## config.mk

```make
export PLATFORM = sky130hd
export DESIGN_NAME = seq_compare_unit
export DESIGN_NICKNAME = d
export VERILOG_FILES = /design/src/rtl/seq_compare_unit.sv
export SDC_FILE = /design/constraint.sdc
export NUM_CORES = 1
export LEC_CHECK = 0
export ABC_AREA = 0
export CORE_MARGIN = 5
export CORE_UTILIZATION = 40
export DETAILED_ROUTE_END_ITERATION = 10
export GPL_TIMING_DRIVEN = 0
export HOLD_SLACK_MARGIN = 0.02
export PLACE_DENSITY_LB_ADDON = 0.08
export SYNTH_ARGS = -nofsm -noshare
export SYNTH_HDL_FRONTEND = slang
export SYNTH_SLANG_ARGS = --single-unit
```

## constraint.sdc

```tcl
create_clock -name clk -period 2.7 [get_ports clk]
set_input_delay 0.54 -clock clk [delete_from_list [all_inputs] [get_ports clk]]
set_output_delay 0.54 -clock clk [all_outputs]
set_load 0.02 [all_outputs]
```

## src/rtl/seq_compare_unit.sv

```systemverilog
// +----------------------------------------------------------------------------+
// | seq_compare_unit: multi-cycle LTU/LT/EQ/NE comparator, one CHUNK per cycle |
// | Optional: CMP_EARLY_EXIT_EN (leave RUN on first differing slice)           |
// | Revision: 1.0                                                              |
// +----------------------------------------------------------------------------+
`default_nettype none

module seq_compare_unit #(
   parameter int WIDTH = 64,
   parameter int CHUNK = 8
) (
   input  logic             clk,
   input  logic             rst_n,
   input  logic             kill,
   input  logic             in_valid,
   output logic             in_ready,
   input  logic [WIDTH-1:0] a,
   input  logic [WIDTH-1:0] b,
   input  logic [1:0]       op,
   output logic             out_valid,
   input  logic             out_ready,
   output logic             result
);

   localparam int N     = WIDTH / CHUNK;
   localparam int IDX_W = (N > 1) ? $clog2(N) : 1;
   localparam logic [IDX_W-1:0] IDX_TOP = IDX_W'(N - 1);

   localparam logic [1:0] ST_IDLE = 2'd0;
   localparam logic [1:0] ST_RUN  = 2'd1;
   localparam logic [1:0] ST_DONE = 2'd2;

   localparam logic [1:0] OP_LT = 2'b01;

`ifdef CMP_EARLY_EXIT_EN
   localparam bit EARLY_EXIT = 1'b1;
`else
   localparam bit EARLY_EXIT = 1'b0;
`endif

   logic [1:0]       state_q, state_d;
   logic [WIDTH-1:0] a_q, a_d;
   logic [WIDTH-1:0] b_q, b_d;
   logic [1:0]       op_q, op_d;
   logic [IDX_W-1:0] idx_q, idx_d;
   logic             decided_q, decided_d;
   logic             lt_q, lt_d;
   logic             result_q, result_d;

   logic [WIDTH-1:0] w_sign_mask;
   logic [CHUNK-1:0] w_slice_a;
   logic [CHUNK-1:0] w_slice_b;
   logic             w_diff;
   logic             w_last;

   // Operands shift left each RUN cycle, so the slice under test is always the top CHUNK.
   assign w_sign_mask = {(op == OP_LT), {(WIDTH-1){1'b0}}};
   assign w_slice_a   = a_q[WIDTH-1 -: CHUNK];
   assign w_slice_b   = b_q[WIDTH-1 -: CHUNK];
   assign w_diff      = (w_slice_a != w_slice_b);
   assign w_last      = (idx_q == '0) || (EARLY_EXIT && w_diff);

   always_comb begin
      state_d   = state_q;
      a_d       = a_q;
      b_d       = b_q;
      op_d      = op_q;
      idx_d     = idx_q;
      decided_d = decided_q;
      lt_d      = lt_q;
      result_d  = result_q;

      case (state_q)
         ST_IDLE: begin
            if (in_valid) begin
               a_d       = a ^ w_sign_mask;
               b_d       = b ^ w_sign_mask;
               op_d      = op;
               idx_d     = IDX_TOP;
               decided_d = 1'b0;
               lt_d      = 1'b0;
               result_d  = 1'b0;
               state_d   = ST_RUN;
            end
         end
         ST_RUN: begin
            a_d       = a_q << CHUNK;
            b_d       = b_q << CHUNK;
            decided_d = decided_q | w_diff;
            if (!decided_q && w_diff) begin
               lt_d = (w_slice_a < w_slice_b);
            end
            if (w_last) begin
               state_d  = ST_DONE;
               result_d = op_q[1] ? (op_q[0] ? decided_d : !decided_d)
                                  : (decided_d & lt_d);
            end else begin
               idx_d = idx_q - IDX_W'(1);
            end
         end
         ST_DONE: begin
            if (out_ready) begin
               state_d = ST_IDLE;
            end
         end
         default: state_d = ST_IDLE;
      endcase

      // Abort overrides every transition, including acceptance and output handshake.
      if (kill) begin
         state_d   = ST_IDLE;
         idx_d     = IDX_TOP;
         decided_d = 1'b0;
         lt_d      = 1'b0;
         result_d  = 1'b0;
      end
   end

   always_ff @(posedge clk or negedge rst_n) begin
      if (!rst_n) begin
         state_q   <= ST_IDLE;
         a_q       <= '0;
         b_q       <= '0;
         op_q      <= '0;
         idx_q     <= IDX_TOP;
         decided_q <= 1'b0;
         lt_q      <= 1'b0;
         result_q  <= 1'b0;
      end else begin
         state_q   <= state_d;
         a_q       <= a_d;
         b_q       <= b_d;
         op_q      <= op_d;
         idx_q     <= idx_d;
         decided_q <= decided_d;
         lt_q      <= lt_d;
         result_q  <= result_d;
      end
   end

   assign in_ready  = (state_q == ST_IDLE);
   assign out_valid = (state_q == ST_DONE);
   assign result    = result_q;

endmodule

`default_nettype wire

```

==> run summary <==
status = finished, final reports clean
final setup fails = 0
Buf/Inv on CP = 1
grt ovf = 0
antenna diode count = 0
Leakage Power = 3.50 nW
initial antenna violation count = 0
# Post-CTS Setup Buffers = 0
slew at the pin closest to its max-slew limit = 0.647 ns
fill count = 1,368
share of layout cells above drive strength 1 = 6.48%
DP Area = 0.00755 mm2
Avg Inst Size Synth = 9.35 um2
row count = 44
delay-heaviest family, CP = buffers and inverters
number of global-route vias before repair = 5,454
largest net degree at the start of global routing = 73
register clock-pin slew on the reported worst setup and hold paths = 0.06 ns
synthesized area = 0.00593 mm2
register area share after synthesis = 58.3%
Layout area overhead = 36.6%
DP HPWL = 12,500 um
worst skew pair latency = 0.43 ns
PwrDens = 732 mW/mm2
Comb power frac = 18.2%
WS Path Type = reg2out
most common cell after layout, fill and taps aside = nor2_1
Die H = 132 um
initial core utilization = 40.8%
total power = 5.93 mW
Final #Nets = 935
Pins Over Slew Limit = 0
Final GP Congestion = 0.880
Post-CTS Hold Buffers = 0
critical path fanouts, max = 5
Tmin final = 2.23 ns
endpoint type of the worst setup path = primary output
max-cap check violation count = 0
clk root buf = clkbuf_16
Post-Syn Instances = 634
initial DRC count = 249
flops & latches, synth = 138
relative slew slack = 56.9%
Synth top area share = 57.0%
Post-route DRC = 0
# IOs = 138
top_reg_cell synth = dfrtp_1
CTS Buf Count = 17
Max Root-Sink Buffers = 2
first-pass GRT wire length = 28,000 um
CP Cell Sequence = nor2_1 > clkdlybuf4s50_1
worst min-delay path class = in2async
Routed Antenna Nets = 0
Total Routing Usage GR = 20.0%
WP data required = 2.16 ns
H-Tree Level Count = 4
fmax = 449 MHz
worst vdd ir = 0.458 mV
clock tree sinks = 138
WL/cell = 17.2 um
Die ar. = 0.0174 mm2
Finished Cell Area = 0.00810 mm2
RSZ-0062 raised after global routing = no
Port Buffers = 136
router iterations before antenna repair = 4
via density per instance = 5.17
TritonCTS clock tree = done
endpoints failing hold = 0
Finished Layout Cells = 987
EDFF count, synth = 0
critical path arrival = 1.69 ns
Mapped Nets = 779
Reg power frac = 44.7%
clock power share = 37.1%
reg-to-reg slack, setup = 0.81 ns
Sw Share = 27.4%
Vias = 5,104
Inst Count DP = 955
WL final = 17,000 um
Tcrit/Tclk final = 82.5%
total core area = 0.0145 mm2
Ys Warns = 0
Int Power = 4.31 mW
Synth cell types = 38
Yosys top cell by area = dfrtp_1
Net Sw Power = 1.62 mW
Synth area leaders = dfrtp_1, nor2_1, o22ai_1, nand2_1, a22oi_1
Post-CTS Resized = 0
most frequent cells in the layout = nor2_1, dfrtp_1, clkdlybuf4s50_1
slowest CP cell = clkdlybuf4s50_1
Crit path largest cell delay = 0.64 ns
crit path launch type = flip-flop
Die W = 132 um
Clock Skew = 0.0136 ns
Post-synth ARST share = 100%
path summary, 6_finish.rpt:
check                      startpoint  endpoint  depth (start not counted)
max in group asynchronous       rst_n  idx_q[0]                          2
min                             rst_n   a_q[35]                          1
min reg2reg                   b_q[54]   b_q[54]                          2
max                        state_q[0]  in_ready                          2
max reg2reg                   a_q[63]    result                          6
min in group clk              b_q[54]   b_q[54]                          2
final cells by class:
cell class | count | area [um2] | area share [%]
plain buffers | 44 | 204 | 2.52
clock buffers | 29 | 510 | 6.30
clock inverters | 3 | 40.0 | 0.494
inverters | 10 | 37.5 | 0.464
multi-input cells | 442 | 2230 | 27.5
flip-flops and latches | 138 | 3460 | 42.7
well taps | 184 | 230 | 2.84
repair buffers | 137 | 1390 | 17.2
synth_stat cells (all sizes together), types with 2 or more instances:
library cell    n
a211oi          2
a21oi           5
a22oi          33
buf            25
clkbuf         19
dfrtp         135
dfstp           3
ha             10
inv            10
nand2          92
nand2b          3
nand4           2
nor2          166
nor2b           3
nor3            2
o21a            2
o21ai          24
o22ai          80
o31ai           2
or2             2
xor2            2
state kept, by name (all words and copies together), names as in the netlist:
name	count
lt_q	1
b_q	64
result	1
state_q	2
idx_q	3
op_q	2
decided_q	1
a_q	64
power groups by stage:
stage	combinational (mW)	sequential [mW]	clock (mW)
after detailed placement	1.09	2.68	0
after CTS	1.10	2.65	2.24
after global placement	1.05	2.67	0
final	1.08	2.65	2.20
after floorplan	0.647	2.61	0
after global routing	1.22	2.69	2.32
worst register-to-register path, delay by kind of cell (launching register included):
family	cells	cell delay, ns
AO/OA/AOI/OAI	2	0.33
XOR/XNOR	1	0.12
adder cells (fa/ha/maj)	1	0.33
flip-flops	1	0.39
AND/OR/NAND/NOR	2	0.58
cells by family after synthesis:
logic type | count (synthesis) | synth area share, %
simple gates | 275 | 18.3
xor+xnor | 3 | 0.443
buf+inv | 54 | 4.07
flops | 138 | 58.3
compound gates | 153 | 16.5
fa+ha+maj | 10 | 2.11
mux | 1 | 0.169
routing by layer:
layer  wire (um)  share of wire, %  track usage [%]
met5           0                 0                0
met4         334               2.0             7.26
met3         947               5.6             5.85
met2        8250                48             32.2
met1        7480                44             25.9
through the flow:
step                setup TNS, ns  hold slack (ns)  setup WS [ns]  utilization, %
floorplan                       0            0.244           1.04               -
global route                    0            0.167          0.406            55.7
detailed placement              0            0.465          0.353            51.9
global placement          -593.21            0.462          -4.35            51.7
CTS                             0            0.143          0.442            55.7
finish                          0            0.110          0.472            55.7
(Power assumes the default switching activity.)
